--- src/rtl/counter_sequencer_if.sv ---
// Control/status bundle for counter_sequencer: run requests and preset in,
// registered count, strobes and FSM state out.
interface counter_sequencer_if;
   logic       start;
   logic       stop;
   logic       dir;
   logic [1:0] mode;
   logic       load;
   logic [3:0] load_val;
   logic [3:0] count;
   logic [3:0] count_n;
   logic       tick;
   logic       tc;
   logic       busy;
   logic [1:0] state;

   modport master (
      output start, stop, dir, mode, load, load_val,
      input  count, count_n, tick, tc, busy, state
   );

   modport slave (
      input  start, stop, dir, mode, load, load_val,
      output count, count_n, tick, tc, busy, state
   );
endinterface

--- src/rtl/counter_sequencer.sv ---
// Prescaled 4-bit up/down counter with run/pause/done sequencing and
// wrap, one-shot and ping-pong terminal behaviour; all outputs registered.
//
// state | meaning
// ------+---------------------------------------------------------------
// IDLE  | stopped; load presets count, start enters RUN latching dir
// RUN   | prescaler running, count steps once per TICK_DIV cycles
// PAUSE | count held; start resumes with direction kept, stop -> IDLE
// DONE  | one-shot finished; start restarts from 0 (up) or 15 (down)
module counter_sequencer #(
   parameter int unsigned TICK_DIV = 32'd50_000_000
) (
   input logic              CLOCK_50,
   input logic              rst_n,
   counter_sequencer_if.slave sif
);

   localparam logic [1:0]  S_IDLE   = 2'b00;
   localparam logic [1:0]  S_RUN    = 2'b01;
   localparam logic [1:0]  S_PAUSE  = 2'b10;
   localparam logic [1:0]  S_DONE   = 2'b11;
   localparam logic [31:0] PRE_LAST = TICK_DIV - 32'd1;

   logic [1:0]  state_q, state_d;
   logic [3:0]  count_q, count_d;
   logic [3:0]  count_n_q, count_n_d;
   logic        down_q, down_d;
   logic [31:0] pre_q, pre_d;
   logic        tick_q, tick_d;
   logic        tc_q, tc_d;
   logic        busy_q, busy_d;

   logic        step;
   logic [3:0]  stepped;
   logic        at_term;

   always_ff @(posedge CLOCK_50 or negedge rst_n) begin
      if (!rst_n) begin
         state_q   <= S_IDLE;
         count_q   <= 4'd0;
         count_n_q <= 4'hF;
         down_q    <= 1'b0;
         pre_q     <= 32'd0;
         tick_q    <= 1'b0;
         tc_q      <= 1'b0;
         busy_q    <= 1'b0;
      end else begin
         state_q   <= state_d;
         count_q   <= count_d;
         count_n_q <= count_n_d;
         down_q    <= down_d;
         pre_q     <= pre_d;
         tick_q    <= tick_d;
         tc_q      <= tc_d;
         busy_q    <= busy_d;
      end
   end

   always_comb begin
      step    = (state_q == S_RUN) && (pre_q == PRE_LAST);
      stepped = down_q ? (count_q - 4'd1) : (count_q + 4'd1);
      at_term = down_q ? (stepped == 4'd0) : (stepped == 4'hF);
      state_d = state_q;
      count_d = count_q;
      down_d  = down_q;
      pre_d   = 32'd0;
      case (state_q)
         S_IDLE: begin
            if (!sif.stop) begin
               if (sif.load) begin
                  count_d = sif.load_val;
               end else if (sif.start) begin
                  state_d = S_RUN;
                  down_d  = sif.dir;
               end
            end
         end
         S_RUN: begin
            pre_d = step ? 32'd0 : (pre_q + 32'd1);
            if (step) begin
               count_d = stepped;
               if (at_term) begin
                  if (sif.mode == 2'b01) begin
                     state_d = S_DONE;
                  end else if (sif.mode == 2'b10) begin
                     down_d = ~down_q;
                  end
               end
            end
            // A coincident stop still lets the step land, then parks in PAUSE.
            if (sif.stop) begin
               state_d = S_PAUSE;
               pre_d   = 32'd0;
            end
         end
         default: begin
            if (sif.stop) begin
               state_d = S_IDLE;
            end else if (sif.load) begin
               count_d = sif.load_val;
            end else if (sif.start) begin
               state_d = S_RUN;
               if (state_q == S_DONE) begin
                  count_d = down_q ? 4'hF : 4'h0;
               end
            end
         end
      endcase
   end

   always_comb begin
      busy_d    = (state_d == S_RUN);
      tick_d    = (state_d == S_RUN) && (pre_d == PRE_LAST);
      tc_d      = step && at_term;
      count_n_d = ~count_d;
   end

   assign sif.count   = count_q;
   assign sif.count_n = count_n_q;
   assign sif.tick    = tick_q;
   assign sif.tc      = tc_q;
   assign sif.busy    = busy_q;
   assign sif.state   = state_q;

endmodule

--- src/flat_wrapper.sv ---
// flat-port wrapper written by rule: the top's interface ports become plain ports
module counter_sequencer_flat 
#(
   parameter int unsigned TICK_DIV = 32'd50_000_000
)
  (CLOCK_50, rst_n, sif_start, sif_stop, sif_dir, sif_mode, sif_load, sif_load_val, sif_count, sif_count_n, sif_tick, sif_tc, sif_busy, sif_state);
  counter_sequencer_if sif_i ();
  input logic CLOCK_50;
  input logic rst_n;
  input wire logic [$bits(sif_i.start)-1:0] sif_start;
  input wire logic [$bits(sif_i.stop)-1:0] sif_stop;
  input wire logic [$bits(sif_i.dir)-1:0] sif_dir;
  input wire logic [$bits(sif_i.mode)-1:0] sif_mode;
  input wire logic [$bits(sif_i.load)-1:0] sif_load;
  input wire logic [$bits(sif_i.load_val)-1:0] sif_load_val;
  output wire logic [$bits(sif_i.count)-1:0] sif_count;
  output wire logic [$bits(sif_i.count_n)-1:0] sif_count_n;
  output wire logic [$bits(sif_i.tick)-1:0] sif_tick;
  output wire logic [$bits(sif_i.tc)-1:0] sif_tc;
  output wire logic [$bits(sif_i.busy)-1:0] sif_busy;
  output wire logic [$bits(sif_i.state)-1:0] sif_state;
  assign sif_i.start = sif_start;
  assign sif_i.stop = sif_stop;
  assign sif_i.dir = sif_dir;
  assign sif_i.mode = sif_mode;
  assign sif_i.load = sif_load;
  assign sif_i.load_val = sif_load_val;
  assign sif_count = sif_i.count;
  assign sif_count_n = sif_i.count_n;
  assign sif_tick = sif_i.tick;
  assign sif_tc = sif_i.tc;
  assign sif_busy = sif_i.busy;
  assign sif_state = sif_i.state;
  counter_sequencer #(.TICK_DIV(TICK_DIV)) u_core (.CLOCK_50(CLOCK_50), .rst_n(rst_n), .sif(sif_i));
endmodule
--- config.mk ---
export PLATFORM = sky130hd
export DESIGN_NAME = counter_sequencer_flat
export DESIGN_NICKNAME = d
export VERILOG_FILES = /design/src/rtl/counter_sequencer_if.sv /design/src/rtl/counter_sequencer.sv /design/src/flat_wrapper.sv
export SDC_FILE = /design/constraint.sdc
export NUM_CORES = 1
export LEC_CHECK = 0
export ABC_AREA = 1
export CAP_MARGIN = 25
export CELL_PAD_IN_SITES_DETAIL_PLACEMENT = 0
export CELL_PAD_IN_SITES_GLOBAL_PLACEMENT = 1
export CORE_MARGIN = 4
export CORE_UTILIZATION = 42
export DETAILED_ROUTE_END_ITERATION = 10
export DONT_BUFFER_PORTS = 1
export PLACE_DENSITY_LB_ADDON = 0.08
export SKIP_CTS_REPAIR_TIMING = 1
export SLEW_MARGIN = 0
export SYNTH_ARGS = -nofsm -noshare
export SYNTH_HDL_FRONTEND = slang
export SYNTH_SLANG_ARGS = --single-unit
--- constraint.sdc ---
create_clock -name CLOCK_50 -period 1.7 [get_ports CLOCK_50]
set_clock_uncertainty 0.1 [all_clocks]
set_input_delay 0.255 -clock CLOCK_50 [delete_from_list [all_inputs] [get_ports CLOCK_50]]
set_output_delay 0.255 -clock CLOCK_50 [all_outputs]
set_load 0.1 [all_outputs]
==> metrics.md <==
| Metric | Value |
|---|---|
| Peak supply drop | between 500 and 600 uV |
| CP required | about 1800 ps |
| CTS tree | yes |
| Post-layout util | 63.30% |
| Num CTS Buffers | 5 |
| Main combinational cell family by area after synthesis | simple AND/OR/NAND/NOR gates |
| Post-synthesis sequential element count | 46 |
| Synth Area in Compound Gates | ~6.3% |
| Sequential area share after synthesis | between 30% and 40% |
| Post-synth net total | ~460 |
| Max stage delay on crit path | between 400 and 500 ps |
| WHS | about 28 ps |
| Ranking of synthesized cells by area | dfrtp_1 (34%), nand2_1 (13%), nor2_1 (8.2%) |
| Deepest clock path buffer count | 2 |
| Fin nets | around 580 |
| Final Max Slew Viols | 0 |
| P&R area growth vs syn | 46.59% |
| CP arrival | 2100 ps |
| Slew @ Worst Pin | approximately 500 ps |
| Routed Antenna Nets | 0 |
| Routability cong. | around 0.89 |
| Post-synthesis adder-cell area fraction | 2.651% |
| Overflow after GRT | 0 |
| IO Pins | 25 |
| Yosys cell types | 33 |
| PwrDens | 715.1 nW/um^2 |
| Total routed wirelength | roughly 9400 um |
| ANT cells | 0 |
| WL per Instance | about 14 um |
| Share of the synthesized area in the top cell type | 33.73% |
| Post-synthesis mux area share | 0% |
| FILL cells | between 600 and 700 |
| Vias | 3197 |
| Setup violations, final | 33 |
| DR pass1 iterations | 4 |
| Total track usage | a little over a fifth |
| Via density per instance | between 4 and 5 |
| Share of layout cells above drive strength 1 | a little over 40% |
| Die Wd | 94.13 um |
| Largest net degree at the start of global routing | 47 |
| Outcome | complete, but fails checks |
| Worst-path maximum fanout | 4 |
| RSZ-0062 raised after global routing | yes |
| Initial DRC Count | ~180 |
| H-tree levels | 2 |
| Port Buffer Count | 0 |
| Hold Path Class | in2reg |
| Worst Setup Start Kind | register |
| Site Rows | 31 |
| CP Cell Sequence | ha_4 -> nand2_4 -> inv_4 -> nand3b_4 -> nor2_2 -> nand2_1 -> nor2_4 -> buf_6 -> buf_6 -> nor2_4 -> a22oi_2 -> a21boi_2 |
| Synth area leader | dfrtp_1 |
| Syn avg cell area | 7.129 sq um |
| Fin crit share | 118.2% |
| Clk Latency, worst-skew pair | between 300 and 400 ps |
| Final hold vios | 0 |
| PnR worst setup slack | -309.7 ps |
| DP HPWL | about 7200 um |
| Failing checks | negative setup slack |
| Wire length of the first global-routing pass | ~15000 um |
| CP Capture Type | register |
| Layout Cells excl Fill | between 600 and 700 |
| Synth Warn # | 0 |
| Hold Crit Depth | 3 |
| R2R cell count | 12 |
| Clock Tree Root | clkbuf_8 |
| DIE AREA | between 8000 and 9000 sq um |
| Mapped cell area | between 3000 and 4000 sq um |
| DIE HEIGHT | between 90 and 100 um |
| Initial Util | between 40 and 50% |
| Final min period | 2010 ps |
| DP Worst Slack | -345.8 ps |
| Initial antenna violation count | 0 |
| CP max stage cell | dfrtp_1 |
| LEAKAGE | about 2.3 nW |
| Synth Area in Simple Gates | around two fifths |
| Post-synthesis xor/xnor area fraction | 3.936% |
| Commonest non-fill, non-tap cell in the layout | buf_4 |
| Most frequent cells in the layout | buf_4 (108), nand2_1 (97), inv_1 (61) |
| Vias in the first global route | between 3000 and 4000 |
| Syn Inst Count | 437 |
| Core area | slightly above 7000 sq um |
| Relative slew slack | ~67% |
| Crit Path Category | reg2reg |
| CTS Sinks | 46 |
| Fmax achieved | about 500 MHz |
| Top_reg_cell synth | dfrtp_1 |
| MaxCap Viol Count | 0 |
| Placed cell count | 641 |
| Clk slew on worst S/H paths | ~100 ps |
| Residual DRC count | 0 |
| Asr flop ratio synth | between 90% and 100% |
| Post-synth EDFFs | 0 |
[critical path: cells and delay by family, from the launching register on]
| family | cells | cell delay (ps) |
|---|---|---|
| flip-flops | 1 | 410 |
| AND/OR/NAND/NOR | 6 | 590 |
| AO/OA/AOI/OAI | 2 | 300 |
| buffers and inverters | 3 | 320 |
| adder cells (fa/ha/maj) | 1 | 170 |
[final cells by class]
type / instances / area, sq um / area share [%]
multi-input cells: 322 / 1972 / 43.18
flip-flops and latches: 46 / 1180 / 25.84
repair buffers: 117 / 929.6 / 20.36
inverters: 69 / 269.0 / 5.890
well taps: 99 / 123.9 / 2.712
clock buffers: 5 / 68.82 / 1.507
clock inverters: 3 / 23.77 / 0.5205
[registers in the layout, summed over array words and instances, names as in the netlist]
signal,count
u_core.sif.tc,1
u_core.sif.count_n,4
u_core.sif.count,4
u_core.sif.tick,1
u_core.sif.busy,1
u_core.sif.state,2
u_core.pre_q,32
u_core.down_q,1
[logic make-up after synthesis]
logic type | after synthesis
xor+xnor | 14
flops | 46
simple gates | 269
fa+ha+maj | 6
compound gates | 32
buf+inv | 70
[stage by stage]
stage          setup TNS (ps)  total power [mW]  area (sq um)
2_1_floorplan          -960.4             2.114          3189
3_3_place_gp            -4707             2.427          4104
3_5_place_dp            -5102             2.433          4104
4_1_cts                 -5866             3.165          4197
5_1_grt                -10080             3.436          4567
6_report                -6457             3.266          4567
[per-layer routing]
layer | track usage, % | part of all wire (%) | wire length [um]
met3 | 3.285 | 3.0 | 276
met4 | 3.971 | 0.33 | 31
met1 | 31.22 | 48 | 4479
met5 | 0 | 0 | 0
met2 | 34.42 | 49 | 4564
[synth_stat cells (2+ instances only)]
master / number
dfrtp_1: 42
a22oi_1: 3
nor2_2: 10
nand3_1: 40
nor2_8: 2
inv_2: 5
xor2_1: 9
xnor2_1: 5
nand2_1: 104
inv_1: 63
a21oi_1: 7
nand3b_1: 2
dfstp_2: 4
nor3_1: 6
o21bai_1: 4
nand4_1: 11
ha_1: 5
nand2_2: 8
nor2_1: 68
o21ai_0: 9
a21boi_1: 3
nand2_4: 3
nor2_4: 6
or2_2: 5
a31oi_1: 5
[final timing paths]
kind	to	slack (ps)	from
setup / recovery	u_core.sif.count[3]	-310	u_core.pre_q[1]
min in group asynchronous	u_core.pre_q[30]	340	rst_n
hold / removal	u_core.pre_q[6]	30	sif_stop
hold reg to reg	u_core.pre_q[0]	500	u_core.pre_q[0]
max in group asynchronous	u_core.sif.count_n[2]	870	rst_n
setup reg to reg	u_core.sif.count[3]	-310	u_core.pre_q[1]
[where the power goes]
group | internal, mW | total, mW | switching (mW)
Clock | 0.295 | 0.709 | 0.414
Sequential | 1.20 | 1.46 | 0.268
Combinational | 0.405 | 1.09 | 0.688
Total | 1.90 | 3.27 | 1.37
Note: power is estimated with default switching activity, not from simulation.
==> edit 1 (same flow settings) <==
Make the reset (`rst_n`) synchronous in one clocked block.
--- a/src/rtl/counter_sequencer.sv
+++ b/src/rtl/counter_sequencer.sv
@@ -36,3 +36,3 @@
 
-   always_ff @(posedge CLOCK_50 or negedge rst_n) begin
+   always_ff @(posedge CLOCK_50) begin
       if (!rst_n) begin
Behaviour: differs if rst_n is asserted again (counterexample within 4 cycles, from zero or initial values and one cycle with rst_n low); with rst_n held inactive, the same outputs for 10 cycles.
==> edit 1 against the original RTL <==
The flow finishes with violations (hold timing, setup timing). Critical endpoint is now u_core.down_q$_SDFFE_PN0P_. Setup slack improved by 0.060 ns. Sequential cell count is the same. Cell area grew 2.9%. Critical path type unchanged. Synthesized area is 2.2% lower. Fmax grew 3.1%. Die area decreased by 2.0%. Wire length rose by 8.8%.
Power is not compared: it rests on default switching activity, and its combinational part moved more than twofold at a synthesized area within 25%.
==> edit 1: results (changes against the original RTL) <==
run status=finished, violations left (unchanged); failing checks=hold timing, setup timing (was setup timing); fraction of area in clock buffers and inverters=2.236% (was 2.027%); routing usage on met3=3.459% (was 3.285%); Total Neg Setup Slack=-6.811 ns (was -6.457 ns); detailed-route wire length=10,180 µm (was 9352 µm); Non-clock buffers=128 (was 117); number of nets in the final layout=648 (was 579); total area of multi-input combinational cells=2196 µm² (was 1972 µm²); reg-to-reg endpoint=u_core.down_q$_SDFFE_PN0P_ (was u_core.sif.count[3]$_DFF_PN0_); count of final setup violators=36 (was 33); hold slack=-0.06323 ns (was 0.02794 ns); met1 GRT Util=29.57% (was 31.22%); met2 wire length=5135 µm (was 4564 µm); met2 routing resource usage after global routing=39.53% (was 34.42%); wire length of the first global-routing pass=15,800 µm (was 14,860 µm); post-synthesis compound-gate area fraction=8.087% (was 6.265%); overall track demand over capacity in global routing=22.80% (was 21.60%); placed cell area=4180 µm² (was 4104 µm²); worst setup slack after layout=-0.2493 ns (was -0.3097 ns); sum of routed wire segments on met1=4528 µm (was 4479 µm); number of hold violations in the final report=6 (was 0); fraction of final layout cells sized beyond drive strength 1=41.36% (was 40.57%); count of sequential standard cells=46 (unchanged); multi-input combinational cell count=386 (was 322); maximum fanout encountered on the critical timing path=6 (was 4); highest-delay cell along the critical path=sky130_fd_sc_hd__dfxtp_4 (was sky130_fd_sc_hd__dfrtp_1); via count of the first global-routing pass=3,355 (was 3,051); synthesized-area fraction occupied by xor and xnor cells=1.683% (was 3.936%); Syn Area/Cell=6.108 µm² (was 7.129 µm²); launch point of the critical path=u_core.pre_q[0]$_SDFF_PN0_ (was u_core.pre_q[1]$_DFF_PN0_); post-synthesis net count=517 (was 455); DR iter-0 viols=210 (was 177); origin of the worst min-delay path=rst_n (was sif_stop); capture endpoint of the worst hold path=u_core.sif.count_n[0]$_SDFF_PN1_ (was u_core.pre_q[6]$_DFF_PN0_)
-- edit 1: changes by cell type after synthesis, moves of 5 or more --
cell,change
sky130_fd_sc_hd__dfxtp_1,+46
sky130_fd_sc_hd__dfrtp_1,-42
sky130_fd_sc_hd__nor2_1,+37
sky130_fd_sc_hd__nand2_1,+35
sky130_fd_sc_hd__a21oi_1,+5
sky130_fd_sc_hd__nand4_1,-5
sky130_fd_sc_hd__o21ai_0,+5
sky130_fd_sc_hd__or2_2,-5
sky130_fd_sc_hd__xnor2_1,-5
sky130_fd_sc_hd__xor2_1,-5
-- edit 1: power by group through the flow --
stage,sequential [mW],combinational (mW),clock (mW)
2_1_floorplan,1.27,0.110,0
3_3_place_gp,1.13,0.352,0
3_5_place_dp,1.13,0.356,0
4_1_cts,1.11,0.358,0.817
5_1_grt,1.11,0.419,0.852
6_report,1.10,0.389,0.796
==> edit 2 (config.mk and constraints unchanged) <==
Made on the original files. `TICK_DIV` is set to 32'd50_000_000 in 2 places; all go to 32'd25000000.
--- a/src/rtl/counter_sequencer.sv
+++ b/src/rtl/counter_sequencer.sv
@@ -10,3 +10,3 @@
 module counter_sequencer #(
-   parameter int unsigned TICK_DIV = 32'd50_000_000
+   parameter int unsigned TICK_DIV = 32'd25000000
 ) (
--- a/src/flat_wrapper.sv
+++ b/src/flat_wrapper.sv
@@ -3,3 +3,3 @@
 #(
-   parameter int unsigned TICK_DIV = 32'd50_000_000
+   parameter int unsigned TICK_DIV = 32'd25000000
 )
Function: same outputs for any inputs over 10 cycles, from zero or initial values and one cycle with rst_n low; that may be too few to reach the edited logic, so the function may still have changed.
==> edit 2 against the original RTL <==
The run still ends with setup timing left. Cell area is 6.4% higher. Count of clock-buffer cells in the layout stayed put. Fmax up 0.86%. Die area is 1.8% higher. Clock power rose by 2%. Sequential power grew 3%. Synthesized area rose by 1.9%. Wire length grew 6.5%. Setup slack gained 0.017 ns. Sequential cell count unchanged. Total power increased by 15%. Critical path type unchanged.
==> edit 2: results (changes against the original RTL) <==
power drawn by the sequential cells=1.50 mW (was 1.46 mW); reg-to-reg endpoint=u_core.sif.busy$_DFF_PN0_ (was u_core.sif.count[3]$_DFF_PN0_); wire length of the first global-routing pass=15,650 µm (was 14,860 µm); placed cell area=4178 µm² (was 4104 µm²); most common library cells after synthesis=sky130_fd_sc_hd__nand2_1, sky130_fd_sc_hd__nor2_1, sky130_fd_sc_hd__inv_1, sky130_fd_sc_hd__dfrtp_1, sky130_fd_sc_hd__nand3_1 (unchanged); hold slack=0.01345 ns (was 0.02794 ns); met2 routing resource usage after global routing=38.11% (was 34.42%); highest-delay cell along the critical path=sky130_fd_sc_hd__dfrtp_4 (was sky130_fd_sc_hd__dfrtp_1); GPL Wtd Cong=0.8576 (was 0.8936); routing usage on met3=3.665% (was 3.285%); share of synthesized area occupied by flip-flops and latches=36.41% (was 37.11%); power per cell area=769.9 nW/µm² (was 715.1 nW/µm²); cell depth of the worst hold path=2 (was 3); capture endpoint of the worst hold path=u_core.sif.state[0]$_DFF_PN0_ (was u_core.pre_q[6]$_DFF_PN0_); met2 wire length=4939 µm (was 4564 µm); placed cell count=680 (was 641); failing checks=setup timing (unchanged); number of nets in the final layout=624 (was 579); vias per cell=4.942 (was 4.837); capture point of the worst path=u_core.sif.busy$_DFF_PN0_ (was u_core.sif.count[3]$_DFF_PN0_); average wire per cell in the routed design=14.10 µm (was 14.15 µm); DR iter-0 viols=172 (was 177); delay contributed by the slowest stage of the critical path=0.51 ns (was 0.41 ns); met1 GRT Util=29.55% (was 31.22%); clock network fraction of design power=19.2% (was 21.7%); run status=finished, violations left (unchanged); maximum vdd drop=0.9603 mV (was 0.5777 mV); Reg2Reg Launch Point=u_core.sif.count[1]$_DFF_PN0_ (was u_core.pre_q[1]$_DFF_PN0_); number of cells produced by synthesis=475 (was 437); total leakage power=2.218 nW (was 2.271 nW); fraction of final layout cells sized beyond drive strength 1=42.34% (was 40.57%); Total Neg Setup Slack=-4.705 ns (was -6.457 ns); Post-Route Utilization=66.66% (was 63.30%); worst setup slack after layout=-0.2926 ns (was -0.3097 ns); count of final setup violators=38 (was 33); distinct cell type count after synthesis=35 (was 33)
[edit 2: cell count changes after synthesis, moves of 4 or more]
cell                      delta
sky130_fd_sc_hd__a21oi_1     +7
sky130_fd_sc_hd__inv_1       -4
sky130_fd_sc_hd__nand2_1    +35
sky130_fd_sc_hd__nand3_1    -11
sky130_fd_sc_hd__nor2_1     +26
sky130_fd_sc_hd__xor2_1      -4
[edit 2: area by class of cell]
cell class	count	area [µm²]
clock buffers	5	68.82
flip-flops and latches	46	1181
repair buffers	127	1057
inverters	63	241.5
fillers	662	2431
clock inverters	3	25.02
multi-input cells	363	2163
well taps	99	123.9
[edit 2: cell families after synthesis]
| group | share of synthesized area, % |
|---|---|
| simple gates | 43.46 |
| fa+ha+maj | 2.600 |
| xor+xnor | 2.482 |
| buf+inv | 7.919 |
| flops | 36.41 |
| compound gates | 7.132 |
